### src/rtl/overlap_recombine_pipe_pkg.sv
// Shared GF(2) multiplier definitions: middle-term mode encoding and
// product-width helper used by the recombination pipeline.
package overlap_recombine_pipe_pkg;

  localparam logic MODE_SCHOOL = 1'b0;
  localparam logic MODE_KARA   = 1'b1;

  // Width of the carry-free product of two n-bit operands.
  function automatic int prod_width(input int n);
    return 2 * n - 1;
  endfunction

endpackage

### src/rtl/overlap_recombine_comb.sv
// Combinational overlap-add of the four half-products into the full
// GF(2) product. Even half-products land on even bit positions, the
// middle term fills the odd positions.
module overlap_recombine_comb
  import overlap_recombine_pipe_pkg::*;
#(
  parameter int N = 4
) (
  input  logic         mode,
  input  logic [N-2:0] pp_ee,
  input  logic [N-2:0] pp_x1,
  input  logic [N-2:0] pp_x2,
  input  logic [N-2:0] pp_oo,
  output logic [2*N-2:0] prod
);

  logic [N-2:0] mid;

  // Karatsuba recovers the middle term by cancelling P1 and P4 out of the
  // cross product; schoolbook just sums the two cross terms.
  always_comb begin
    mid = (mode == MODE_KARA) ? (pp_x1 ^ pp_ee ^ pp_oo) : (pp_x1 ^ pp_x2);
    prod = '0;
    prod[0] = pp_ee[0];
    for (int k = 1; k <= N - 2; k++) begin
      prod[2*k] = pp_ee[k] ^ pp_oo[k-1];
    end
    prod[2*N-2] = pp_oo[N-2];
    for (int k = 0; k <= N - 2; k++) begin
      prod[2*k+1] = mid[k];
    end
  end

endmodule

### src/rtl/overlap_recombine_pipe.sv
// Two-stage valid/ready pipeline around the half-product recombiner.
// S1 captures operands, mode and tag; S2 holds the recombined product.
// Stages advance only when the stage downstream can take data, so a
// stalled output freezes both stages without loss or duplication.
module overlap_recombine_pipe
  import overlap_recombine_pipe_pkg::*;
#(
  parameter int N    = 4,
  parameter int TAGW = 4
) (
  input  logic            clk,
  input  logic            rst_n,
  input  logic            in_valid,
  output logic            in_ready,
  input  logic            in_mode,
  input  logic [TAGW-1:0] in_tag,
  input  logic [N-2:0]    pp_ee,
  input  logic [N-2:0]    pp_x1,
  input  logic [N-2:0]    pp_x2,
  input  logic [N-2:0]    pp_oo,
  output logic            out_valid,
  input  logic            out_ready,
  output logic [TAGW-1:0] out_tag,
  output logic [2*N-2:0]  out_prod
);

  localparam int PW = prod_width(N);

  logic            s1_valid;
  logic            s1_mode;
  logic [TAGW-1:0] s1_tag;
  logic [N-2:0]    s1_ee;
  logic [N-2:0]    s1_x1;
  logic [N-2:0]    s1_x2;
  logic [N-2:0]    s1_oo;

  logic            s2_valid;
  logic [TAGW-1:0] s2_tag;
  logic [PW-1:0]   s2_prod;

  logic [PW-1:0]   comb_prod;
  logic            s2_adv;
  logic            s1_adv;

  assign s2_adv   = !s2_valid || out_ready;
  assign s1_adv   = s1_valid && s2_adv;
  assign in_ready = !s1_valid || s1_adv;

  overlap_recombine_comb #(.N(N)) u_comb (
    .mode  (s1_mode),
    .pp_ee (s1_ee),
    .pp_x1 (s1_x1),
    .pp_x2 (s1_x2),
    .pp_oo (s1_oo),
    .prod  (comb_prod)
  );

  // S1: capture an accepted transaction; payload only moves on a real accept.
  always_ff @(posedge clk or negedge rst_n) begin
    if (!rst_n) begin
      s1_valid <= 1'b0;
      s1_mode  <= MODE_SCHOOL;
      s1_tag   <= '0;
      s1_ee    <= '0;
      s1_x1    <= '0;
      s1_x2    <= '0;
      s1_oo    <= '0;
    end else if (in_ready) begin
      s1_valid <= in_valid;
      if (in_valid) begin
        s1_mode <= in_mode;
        s1_tag  <= in_tag;
        s1_ee   <= pp_ee;
        s1_x1   <= pp_x1;
        s1_x2   <= pp_x2;
        s1_oo   <= pp_oo;
      end
    end
  end

  // S2: register the recombined product whenever the output slot frees up.
  always_ff @(posedge clk or negedge rst_n) begin
    if (!rst_n) begin
      s2_valid <= 1'b0;
      s2_tag   <= '0;
      s2_prod  <= '0;
    end else if (s2_adv) begin
      s2_valid <= s1_valid;
      if (s1_valid) begin
        s2_tag  <= s1_tag;
        s2_prod <= comb_prod;
      end
    end
  end

  assign out_valid = s2_valid;
  assign out_tag   = s2_tag;
  assign out_prod  = s2_prod;

endmodule
### config.mk
export PLATFORM = sky130hd
export DESIGN_NAME = overlap_recombine_pipe
export DESIGN_NICKNAME = d
export VERILOG_FILES = /design/src/rtl/overlap_recombine_pipe_pkg.sv /design/src/rtl/overlap_recombine_comb.sv /design/src/rtl/overlap_recombine_pipe.sv
export SDC_FILE = /design/constraint.sdc
export NUM_CORES = 1
export LEC_CHECK = 0
export CAP_MARGIN = 20
export CORE_MARGIN = 2
export CORE_UTILIZATION = 50
export CTS_CLUSTER_SIZE = 40
export DETAILED_ROUTE_END_ITERATION = 6
export PLACE_DENSITY = 0.82
export SLEW_MARGIN = 20
export SYNTH_ARGS = -nofsm -noshare
export SYNTH_HDL_FRONTEND = slang
export SYNTH_SLANG_ARGS = --single-unit
### constraint.sdc
create_clock -name clk -period 1.95 [get_ports clk]
set_input_delay 0.4875 -clock clk [delete_from_list [all_inputs] [get_ports clk]]
set_output_delay 0.4875 -clock clk [all_outputs]
set_load 0.01 [all_outputs]
---- Word level (Yosys, flattened, before mapping) ----
Cells that the tools add are included.
operators by class
  mux-type cells .......................... 1
  bitwise gates (word level) .............. 5
  reduce and logical (&&, ||, !) cells .... 7
operators by type and width
  cell                 count
  $xor A3 B3 Y3        3
  $reduce_and A2 Y1    2
  $mux W3              1
  $logic_not A1 Y1     2
  $logic_or A1 B1 Y1   2
  $xor A1 B1 Y1        2
  $logic_and A1 B1 Y1  1
word-level totals
  bits in registers ....................... 30
  input bits .............................. 21
  output and inout bits ................... 13
  logic and storage cells ................. 23

---- Logic depth before layout (Yosys ltp) ----
Gate-level depths: netlist (run 1).
  word-level depth ........................ 5
  depth in mapped cells ................... 5
  mapped depth without buffers ............ 3

---- By module ----
From an unflattened synthesis (run 1), not the netlist that was laid out.
second synthesis, totals
  cell total of the unflattened synthesis .. 82
  area total of the unflattened synthesis .. 1,298.7 um2
by module, submodules not included
  module                  instances  cells each  area an instance (um2)  seq. area each (um2)
  overlap_recombine_pipe  1          66          1,187.4                 750.7
  overlap_recombine_comb  1          16          111.4                   0.0

---- Worst setup path before layout (run 1) ----
Ideal clock, no wire load.
  path kind ............................... input -> register
  from .................................... in out_ready
  to ...................................... reg s2_tag[0] (netlist: out_tag[0])
  setup time .............................. 125 ps
  arrival time ............................ 1,286 ps
  required time ........................... 1,825 ps
  slack ................................... 539 ps
  cell stages on the path ................. 5
  buffers on the path ..................... 2
  cells stage by stage .................... nand2b_1 > buf_6 > and2_4 > buf_6 > mux2_4
between the ends
  cells in the longest elaborated chain, start to end .. 2
ends and longest elaborated chain
  item                                line                          source
  start: declaration                  overlap_recombine_pipe.sv:22  input logic out_ready,
  $logic_or A1 B1 Y1                  overlap_recombine_pipe.sv:45  assign s2_adv = !s2_valid || out_ready;
  $reduce_and A2 Y1 (no source line)  n/a
  end signal: assignment              overlap_recombine_pipe.sv:90  s2_tag <= s1_tag;
  end: declaration                    overlap_recombine_pipe.sv:38  logic [TAGW-1:0] s2_tag;
Every way passes these cells.
A chain may end at the register's enable or synchronous reset.

---- Worst setup path in the final report (run 1) ----
  from .................................... in out_ready
  to ...................................... out in_ready
between the ends
  cells in the longest elaborated chain, start to end .. 3
ends and longest elaborated chain
  item                 line                          source
  $logic_or A1 B1 Y1   overlap_recombine_pipe.sv:45
  $logic_and A1 B1 Y1  overlap_recombine_pipe.sv:46  assign s1_adv = s1_valid && s2_adv;
  $logic_or A1 B1 Y1   overlap_recombine_pipe.sv:47  assign in_ready = !s1_valid || s1_adv;
  end: declaration     overlap_recombine_pipe.sv:14  output logic in_ready,
Every way passes these cells.

==> key figures, run 1 <==
Outcome
  • Run status: complete, no violations

Setup path
  • Critical path's top delay family: buffers and inverters
  • Startpoint of the worst setup timing path: out_ready
  • Ordered cell list for the critical path: clkdlybuf4s50_1 > nand3b_4 > clkdlybuf4s15_1
  • Arrival time reported for the critical path endpoint: 1380 ps
  • Worst path slowest cell: sky130_fd_sc_hd__clkdlybuf4s50_1
  • Length in cells of the worst reg-to-reg path: 4
  • Worst R2R Start: s1_valid
  • Required time of the critical path: approximately 1500 ps
  • Crit path buffers/inverters: 2
  • Endpoint class of the critical path: primary output
  • CP max stage delay: approximately 500 ps
  • Startpoint-to-endpoint class of the critical path: in2out
  • Maximum fanout along the worst path: 2
  • Category of the worst setup path launch point: input port
  • Register-to-register setup slack: ~440 ps
  • Worst reg2reg endpoint: s1_tag[3]

Global routing
  • Number of global-route vias before repair: between 900 and 1,000
  • Global route total overflow: 0
  • Maximum number of pins on one net before global-route repair: 31
  • Global-route usage over all layers: 21.5%
  • Global-route wire length before repair: between 4000 and 5000 um
  • Antenna violations before repair: 0

Clocking
  • Clock insertion delay at the later pin of the skew report: 330 ps
  • CTS Root Cell: sky130_fd_sc_hd__clkbuf_4
  • Post-CTS Hold Fix Bufs: 0
  • CTS sink cnt: 30
  • CTS Buffer Depth: 2
  • CTS tree: yes
  • CTS H-Tree Depth: 2
  • Number of buffers created by CTS: 5
  • Post-CTS clock slew at the launch and capture registers of the worst setup and hold paths: around 90 ps

Logic synthesis
  • Synth top area share: between 50% and 60%
  • Portion of the post-synthesis area used by sequential elements: 57.7%
  • Avg Synthesized Cell Area: roughly 14 um2
  • Simple-gate area share of the yosys netlist: a little over 7%
  • Xor and xnor area share after synthesis: 3.37%
  • Synthesis Warnings: 0
  • Post-synthesis instance area: roughly 1300 um2
  • Total nets after synthesis: 114
  • Count of state elements after synthesis: 30
  • Synth area leader: sky130_fd_sc_hd__dfrtp_1
  • Syn Inst Count: between 90 and 100
  • Cell types with the largest area share after synthesis: sky130_fd_sc_hd__dfrtp_1, sky130_fd_sc_hd__mux2_2, sky130_fd_sc_hd__xnor2_1
  • Combinational family with the most area after synthesis: multiplexers
  • Share of synthesized cell area in full adder, half adder and majority cells: 0%
  • Fraction of the mapped netlist area in compound gates: between 7 and 8%
  • Distinct cell type count of the synthesized netlist: 18
  • Share of cell area taken by muxes after synthesis: about a fifth

Drt
  • Via-to-Cell Ratio: approximately 5.3
  • Final routed DRC violation total: 0
  • Iteration count of the initial detailed-routing pass: 4
  • Mean routed wirelength per cell: 16.0 um
  • Total Routed Length: between 2000 and 3000 um
  • Antenna violation net count after detailed routing: 0
  • Iteration-0 DRC Markers: 6
  • Total number of vias: approximately 860

Timing
  • Final TNS setup: 0 ps
  • Final-report hold violation count: 0
  • Final setup violating endpoints: 0
  • Final cycle utilization of the critical path: between 90% and 100%
  • Transition time of the tightest slew-check pin: between 300 and 400 ps
  • Clock period minus worst slack: 1860 ps
  • Pins over their slew limit: 0
  • RSZ-0062 raised after global routing: false
  • Fmax: around 540 MHz
  • Max_slew headroom: 74.6%
  • Clk_skew: just over 9 ps

Layout
  • Number of diodes added for antenna fixing: 0
  • Final core utilization: 68.9%
  • Sequential Area: between 700 and 800 um2
  • Non-filler cells in the finished layout: approximately 160
  • Fraction of final layout cells with drive strength greater than 1: a little over a quarter
  • Most common cell after layout, fill and taps aside: sky130_fd_sc_hd__clkdlybuf4s50_1
  • Most frequent cells in the layout: sky130_fd_sc_hd__clkdlybuf4s50_1, sky130_fd_sc_hd__dfrtp_1, sky130_fd_sc_hd__mux2_2
  • Synth-to-layout area growth: 31.3%
  • Area of the multi-input gates: around 500 um2
  • Final Net Count: between 150 and 200
  • Fillcell total: a little over 200

Power and ir drop
  • Worst IR drop on VDD: 0.670 mV
  • Power per unit of standard cell area: about 980 nW/um2
  • Leakage power of the design: 0.000716 uW
  • Power Total: between 1500 and 2000 uW

Hold path
  • Hold Path Depth: 1
  • End point of the most critical hold path: out_tag[3]
  • Hold path startpoint: out_tag[3]
  • Kind of path behind the tightest hold check: reg2reg

Place
  • Detailed-placement wirelength estimate: roughly 1900 um
  • Input/output buffers: 33
  • Post-placement cell count: about 150
  • Gp weighted congestion: roughly 0.83

Floorplanning
  • Y dimension of the die: 55.0 um
  • Standard-cell rows: 18
  • I/O pins: 34
  • Total core area: 2480 um2
  • Effective utilization at floorplan: 52.5%
  • Full die area: 3030 um2
  • Horizontal die dimension: around 55 um

Flow run
  • Max-cap viol count: 0
worst reg2reg max path, delay by kind of cell, from the launching register on:
kind	cells	cell delay, ps
buffers and inverters	1	150
DFF	1	560
muxes	1	380
and+or+nand+nor	2	310
sequential cells by signal (all words and copies together) (netlist names):
signal,count
s1_valid,1
out_tag,4
s1_ee,3
s1_mode,1
s1_oo,3
s1_tag,4
s1_x1,3
s1_x2,3
out_valid,1
out_prod,7
worst max path at each step:
stage,end,slack [ps],depth (start not counted)
after detailed placement,in_ready,-220,3
final,in_ready,90,3
after floorplan,out_tag[0],540,5
after global routing,in_ready,30,3
after CTS,in_ready,40,3
after global placement,in_ready,-150,3
report_power, final:
part	internal (uW)	leakage [uW]	switching, uW
Sequential	741	0.000345	91.4
Combinational	292	0.000336	173
Clock	174	0.0000353	210
through the flow:
| step | worst slack (ps) | cell area [um2] | hold slack, ps |
|---|---|---|---|
| after floorplan | 539 | 1300 | 192 |
| after global placement | -150 | 1650 | 482 |
| after detailed placement | -221 | 1650 | 494 |
| after CTS | 37.1 | 1710 | 515 |
| after global routing | 26.6 | 1710 | 540 |
| final | 86.4 | 1710 | 511 |
final cells by class:
| class | instances | share of cell area [%] |
|---|---|---|
| timing repair buffer | 36 | 20.7 |
| inverter | 1 | 0.220 |
| multi-input combinational | 57 | 29.5 |
| clock inverter | 1 | 0.293 |
| tap | 30 | 2.20 |
| clock buffer | 7 | 3.22 |
| sequential | 30 | 44.0 |
kinds of logic after synthesis:
kind of cell	Yosys count
xor+xnor	5
flops	30
simple gates	13
mux	23
compound gates	16
buf+inv	6
synth_stat cells:
| cell | number |
|---|---|
| sky130_fd_sc_hd__a31oi_1 | 3 |
| sky130_fd_sc_hd__xnor2_1 | 5 |
| sky130_fd_sc_hd__mux2_2 | 22 |
| sky130_fd_sc_hd__nor2_1 | 3 |
| sky130_fd_sc_hd__and2_4 | 1 |
| sky130_fd_sc_hd__buf_2 | 2 |
| sky130_fd_sc_hd__mux2_4 | 1 |
| sky130_fd_sc_hd__o211ai_1 | 3 |
| sky130_fd_sc_hd__buf_6 | 3 |
| sky130_fd_sc_hd__nand2b_1 | 5 |
| sky130_fd_sc_hd__or2b_1 | 1 |
| sky130_fd_sc_hd__nand2_1 | 1 |
| sky130_fd_sc_hd__nand3b_4 | 1 |
| sky130_fd_sc_hd__inv_1 | 1 |
| sky130_fd_sc_hd__a21oi_1 | 7 |
| sky130_fd_sc_hd__dfrtp_1 | 30 |
| sky130_fd_sc_hd__a211o_1 | 3 |
| sky130_fd_sc_hd__nand2_4 | 1 |
layer usage:
layer | part of all wire [%] | GRT usage (%)
met3 | 4.1 | 5.65
met1 | 39 | 24.0
met5 | 0 | 0
met2 | 54 | 36.3
met4 | 2.6 | 13.4
what timing repair did:
action	in CTS	in global routing
endpoints found under the setup margin	1	1
gates resized for setup	1	1
setup buffers	0	0
gates cloned	0	0
Power figures use the tool's default switching activity.
==> inputs of run 2 (changes only) <==
--- a/config.mk
+++ b/config.mk
@@ -6,11 +6,14 @@
 export NUM_CORES = 1
 export LEC_CHECK = 0
 export CAP_MARGIN = 20
+export CELL_PAD_IN_SITES_DETAIL_PLACEMENT = 0
+export CELL_PAD_IN_SITES_GLOBAL_PLACEMENT = 2
+export CORE_ASPECT_RATIO = 0.7
 export CORE_MARGIN = 2
-export CORE_UTILIZATION = 50
+export CORE_UTILIZATION = 34
 export CTS_CLUSTER_SIZE = 40
 export DETAILED_ROUTE_END_ITERATION = 6
-export PLACE_DENSITY = 0.82
+export PLACE_DENSITY = 0.83
 export SLEW_MARGIN = 20
 export SYNTH_ARGS = -nofsm -noshare
 export SYNTH_HDL_FRONTEND = slang
==> key figures, run 2 (same netlist as run 1, synthesis figures left out) <==
Outcome
  • Run status: complete, no violations

Global routing
  • Global-route usage over all layers: 13.0% (-8.5 points)
  • Maximum number of pins on one net before global-route repair: 31 (unchanged)
  • Global-route wire length before repair: 4080 um (-3.3%)
  • Global routing usage on met1: 17.8% (-6.2 points)
  • Grt met2 use: 16.3% (-20 points)
  • Global route total overflow: 0 (unchanged)
  • Peak-usage layer in the global routing report: met1
  • Number of global-route vias before repair: 839 (-9.4%)
  • Antenna violations before repair: 0 (unchanged)
  • Global routing met3 resource utilization: 5.36% (-0.29 points)

Floorplanning
  • I/O pins: 34 (unchanged)
  • Total core area: 3600 um2 (+45%)
  • Standard-cell rows: 18 (unchanged)
  • Horizontal die dimension: 77.9 um (+42%)
  • Effective utilization at floorplan: 36.1% (-16 points)
  • Full die area: 4350 um2 (+44%)
  • Y dimension of the die: 55.8 um (+1.4%)

Place
  • Input/output buffers: 33 (unchanged)
  • Detailed-placement wirelength estimate: 1820 um (-5.2%)
  • Gp weighted congestion: 0.707 (-15%)

Clocking
  • CTS tree: yes
  • CTS H-Tree Depth: 2 (unchanged)
  • CTS sink cnt: 30 (unchanged)
  • Number of buffers created by CTS: 5 (unchanged)
  • CTS Buffer Depth: 2 (unchanged)
  • CTS Root Cell: sky130_fd_sc_hd__clkbuf_8
  • Clock insertion delay at the later pin of the skew report: 290 ps (-40 ps)
  • Post-CTS clock slew at the launch and capture registers of the worst setup and hold paths: 60 ps (-30 ps)

Drt
  • Iteration-0 DRC Markers: 43 (+37)
  • Total Routed Length: 2480 um (-4.2%)
  • Total number of vias: 844 (-2.2%)
  • Final routed DRC violation total: 0 (unchanged)
  • Iteration count of the initial detailed-routing pass: 4 (unchanged)
  • Via-to-Cell Ratio: 4.59 (-14%)
  • Mean routed wirelength per cell: 13.5 um (-16%)
  • Antenna violation net count after detailed routing: 0 (unchanged)

Timing
  • Max_slew headroom: 75.0% (+0.32 points)
  • Final setup violating endpoints: 0 (unchanged)
  • Final-report hold violation count: 0 (unchanged)
  • Fmax: 542 MHz (+0.96%)
  • RSZ-0062 raised after global routing: false
  • Worst hold slack after final layout: 502 ps (-8.42 ps)
  • Clock period minus worst slack: 1850 ps (-17.7 ps)
  • Clk_skew: 6.34 ps (-2.72 ps)
  • Transition time of the tightest slew-check pin: 376 ps (-4.76 ps)
  • Final cycle utilization of the critical path: 94.7% (-0.91 points)
  • Pins over their slew limit: 0 (unchanged)

Layout
  • Final core utilization: 50.8% (-18 points)
  • Most common cell after layout, fill and taps aside: sky130_fd_sc_hd__clkdlybuf4s50_1
  • Most frequent cells in the layout: sky130_fd_sc_hd__clkdlybuf4s50_1, sky130_fd_sc_hd__dfrtp_1, sky130_fd_sc_hd__mux2_2
  • Synth-to-layout area growth: 40.6%
  • Max reg flops: 7 (unchanged)
  • Fraction of final layout cells with drive strength greater than 1: 29.1% (+1.8 points)
  • Fillcell total: 319 (+56%)
  • Final Net Count: 154 (+1.3%)
  • Number of diodes added for antenna fixing: 0 (unchanged)

Setup path
  • Register-to-register setup slack: 490 ps (+50 ps)
  • Startpoint-to-endpoint class of the critical path: in2out
  • Capturing element of the worst setup path: in_ready
  • Worst R2R Start: s1_valid
  • Category of the worst setup path launch point: input port
  • Length in cells of the worst reg-to-reg path: 4 (unchanged)
  • Arrival time reported for the critical path endpoint: 1360 ps (-20 ps)
  • Worst reg2reg endpoint: s1_tag[3]
  • Required time of the critical path: 1460 ps (about the same)
  • Maximum fanout along the worst path: 2 (unchanged)
  • Endpoint class of the critical path: primary output
  • Startpoint of the worst setup timing path: out_ready

Power and ir drop
  • Worst IR drop on VDD: 0.401 mV (-40%)
  • Power Total: 2070 uW (+23%)
  • Leakage power of the design: 0.000761 uW (+6.3%)
  • Power per unit of standard cell area: 1130 nW/um2 (+15%)

Flow run
  • Max-cap viol count: 0 (unchanged)

Hold path
  • Kind of path behind the tightest hold check: reg2reg
==> run 2: cell count changes in the layout (fill, tap and decap cells not counted), sizes merged <==
cell / delta
dlygate4sd2: +1
buf: +2
clkdlybuf4s15: -1
clkbuf: -1
bufinv: +2
clkinv: -1
==> run 2: critical path: stages <==
cell,delay (ps)
sky130_fd_sc_hd__clkdlybuf4s50_1,470
sky130_fd_sc_hd__nand3b_4,130
sky130_fd_sc_hd__dlygate4sd2_1,270
==> run 2: routing by layer <==
| metal | vias to the layer above | wire length (um) |
|---|---|---|
| met4 | 0 | 75 |
| met2 | 31 | 968 |
| met1 | 393 | 1270 |
| met5 | - | 0 |
| li1 | 412 | - |
| met3 | 8 | 168 |
==> run 2: stage by stage <==
step                std cells  setup TNS, ps  instance area (um2)  setup WS, ps
floorplan                  93              0                 1300           539
global placement          176           -155                 1690          -155
detailed placement        176           -169                 1690          -169
CTS                       184              0                 1830          93.3
global route              184              0                 1830          66.0
finish                    184              0                 1830           104
==> run 2: worst min-delay path by stage <==
stage	start	endpoint	cells past startpoint
after floorplan	rst_n	out_prod[0]	0
after global placement	s1_tag[1]	out_tag[1]	1
after detailed placement	s1_tag[1]	s1_tag[1]	1
after CTS	s1_tag[1]	s1_tag[1]	1
after global routing	s1_tag[1]	out_tag[1]	1
final	s1_tag[1]	out_tag[1]	1
==> run 2: final cells by class <==
cell class / instances / area (um2) / share of cell area, %
multi-input cells: 57 / 503 / 27.5
flip-flops and latches: 30 / 751 / 41.0
well taps: 50 / 62.6 / 3.42
repair buffers: 38 / 367 / 20.0
clock buffers: 6 / 82.6 / 4.51
inverters: 1 / 3.75 / 0.205
clock inverters: 2 / 60.1 / 3.28
==> run 2: power by group <==
group	internal (uW)	leakage [uW]	switching, uW	total, uW
Combinational	296	0.000344	166	462
Clock	545	0.0000714	235	780
Sequential	743	0.000345	88.8	832
==> run 2: repair_timing <==
| action | in CTS | in global routing |
|---|---|---|
| setup endpoints to repair | 1 | 0 |
| hold buffers | 0 | 0 |
| resized for setup | 1 | 0 |
| setup buffers | 0 | 0 |
==> inputs of run 3 (changes only) <==
--- a/config.mk
+++ b/config.mk
@@ -13,6 +13,7 @@
 export CORE_UTILIZATION = 34
 export CTS_CLUSTER_SIZE = 40
 export DETAILED_ROUTE_END_ITERATION = 6
+export MAX_ROUTING_LAYER = met4
 export PLACE_DENSITY = 0.83
 export SLEW_MARGIN = 20
 export SYNTH_ARGS = -nofsm -noshare
==> key figures, run 3 (same netlist as run 1, synthesis figures left out) <==
Outcome
  • Run status: complete, no violations

Layout
  • Number of diodes added for antenna fixing: 0 (unchanged)
  • Fraction of final layout cells with drive strength greater than 1: 29.1% (unchanged)
  • Most frequent cells in the layout: sky130_fd_sc_hd__clkdlybuf4s50_1, sky130_fd_sc_hd__dfrtp_1, sky130_fd_sc_hd__mux2_2
  • Fillcell total: 319 (unchanged)
  • Final non-filler cell area: 1830 um2 (unchanged)
  • Final core utilization: 50.8% (unchanged)
  • Max reg flops: 7 (unchanged)
  • Most common cell after layout, fill and taps aside: sky130_fd_sc_hd__clkdlybuf4s50_1
  • Sequential Area: 751 um2 (unchanged)
  • Synth-to-layout area growth: 40.6% (unchanged)
  • Final Net Count: 154 (unchanged)
  • Non-filler cells in the finished layout: 184 (unchanged)
  • Area of the multi-input gates: 503 um2 (unchanged)

Timing
  • RSZ-0062 raised after global routing: false
  • Max_slew headroom: 74.7% (-0.23 points)
  • Final-report hold violation count: 0 (unchanged)
  • Clk_skew: 6.18 ps (-0.154 ps)
  • Pins over their slew limit: 0 (unchanged)
  • Final cycle utilization of the critical path: 94.7% (about the same)
  • Worst hold slack after final layout: 502 ps (-0.834 ps)
  • Final setup violating endpoints: 0 (unchanged)
  • Transition time of the tightest slew-check pin: 379 ps (+3.41 ps)
  • Clock period minus worst slack: 1850 ps (-0.00400 ps)
  • Fmax: 542 MHz (about the same)

Floorplanning
  • Standard-cell rows: 18 (unchanged)
  • Y dimension of the die: 55.8 um (unchanged)
  • I/O pins: 34 (unchanged)
  • Full die area: 4350 um2 (unchanged)
  • Horizontal die dimension: 77.9 um (unchanged)
  • Effective utilization at floorplan: 36.1% (unchanged)
  • Total core area: 3600 um2 (unchanged)

Hold path
  • Kind of path behind the tightest hold check: reg2reg

Place
  • Input/output buffers: 33 (unchanged)
  • Placed inst area: 1690 um2 (unchanged)
  • Post-placement cell count: 176 (unchanged)
  • Detailed-placement wirelength estimate: 1820 um (unchanged)
  • Gp weighted congestion: 0.715 (+1.1%)

Setup path
  • Startpoint-to-endpoint class of the critical path: in2out
  • Maximum fanout along the worst path: 2 (unchanged)
  • Required time of the critical path: 1460 ps (about the same)
  • Arrival time reported for the critical path endpoint: 1360 ps (about the same)
  • Endpoint class of the critical path: primary output
  • Category of the worst setup path launch point: input port

Drt
  • Mean routed wirelength per cell: 13.5 um (+0.20%)
  • Antenna violation net count after detailed routing: 0 (unchanged)
  • Total number of vias: 841 (-0.36%)
  • Iteration-0 DRC Markers: 49 (+14%)
  • Iteration count of the initial detailed-routing pass: 4 (unchanged)
  • Final routed DRC violation total: 0 (unchanged)
  • Via-to-Cell Ratio: 4.57 (-0.36%)
  • Total Routed Length: 2490 um (+0.20%)

Clocking
  • Number of buffers created by CTS: 5 (unchanged)
  • CTS sink cnt: 30 (unchanged)
  • CTS tree: yes
  • CTS H-Tree Depth: 2 (unchanged)
  • CTS Root Cell: sky130_fd_sc_hd__clkbuf_8
  • Setup fix buffers added after clock tree synthesis: 0 (unchanged)
  • CTS Buffer Depth: 2 (unchanged)
  • Post-CTS clock slew at the launch and capture registers of the worst setup and hold paths: 60 ps (about the same)
  • Clock insertion delay at the later pin of the skew report: 290 ps (about the same)

Power and ir drop
  • Leakage power of the design: 0.000761 uW (unchanged)
  • Worst IR drop on VDD: 0.400 mV (-0.13%)
  • Power per unit of standard cell area: 1130 nW/um2 (about the same)

Global routing
  • Global-route usage over all layers: 13.3% (+0.30 points)
  • Maximum number of pins on one net before global-route repair: 31 (unchanged)
  • Antenna violations before repair: 0 (unchanged)
  • Global route total overflow: 0 (unchanged)
  • Number of global-route vias before repair: 839 (unchanged)
  • Global-route wire length before repair: 4070 um (-0.32%)

Flow run
  • Max-cap viol count: 0 (unchanged)
==> run 3: cell counts in the layout (fill, tap and decap cells not counted) <==
Identical to the previous run, type by type.
==> run 3: layout make-up <==
class	instances	area share, %
well taps	50	3.42
clock inverters	2	3.28
flip-flops and latches	30	41.0
clock buffers	6	4.51
repair buffers	38	20.0
inverters	1	0.205
multi-input cells	57	27.5
==> run 3: power by group <==
part,leakage (uW),internal [uW],switching [uW]
clock network,0.0000714,545,236
logic,0.000344,296,166
registers,0.000345,743,88.5
==> run 3: critical path, cell delays in order <==
cell                              delay, ps
sky130_fd_sc_hd__clkdlybuf4s50_1        470
sky130_fd_sc_hd__nand3b_4               130
sky130_fd_sc_hd__dlygate4sd2_1          270
==> run 3: worst paths after layout <==
path | from | end | slack [ps] | depth (start not counted)
setup / recovery | out_ready | in_ready | 100 | 3
max in group asynchronous | rst_n | out_valid | 1080 | 2
hold / removal | s1_tag[1] | out_tag[1] | 500 | 1
hold reg to reg | s1_tag[1] | out_tag[1] | 500 | 1
min in group asynchronous | rst_n | out_prod[2] | 590 | 2
setup reg to reg | s1_valid | s1_tag[3] | 490 | 4
==> run 3: routing by layer <==
| metal | vias up | GRT usage [%] | part of all wire [%] | routed length, um |
|---|---|---|---|---|
| met2 | 29 | 16.4 | 39 | 964 |
| li1 | 413 | - | - | - |
| met1 | 391 | 17.4 | 52 | 1290 |
| met3 | 8 | 5.36 | 6.6 | 163 |
| met4 | 0 | 9.02 | 3.0 | 74 |
| met5 | - | - | 0 | 0 |
==> run 3: what timing repair did <==
item	CTS	global route
hold buffers	0	0
endpoints found under the setup margin	1	0
hold endpoints to repair	0	0
resized for setup	1	0
==> run 3: metrics by stage <==
stage | setup slack, ps | setup TNS [ps] | total power [uW]
finish | 104 | 0 | 2070
global route | 66.0 | 0 | 2180
CTS | 93.3 | 0 | 2110
detailed placement | -169 | -169 | 1320
global placement | -155 | -155 | 1300
floorplan | 539 | 0 | 1070
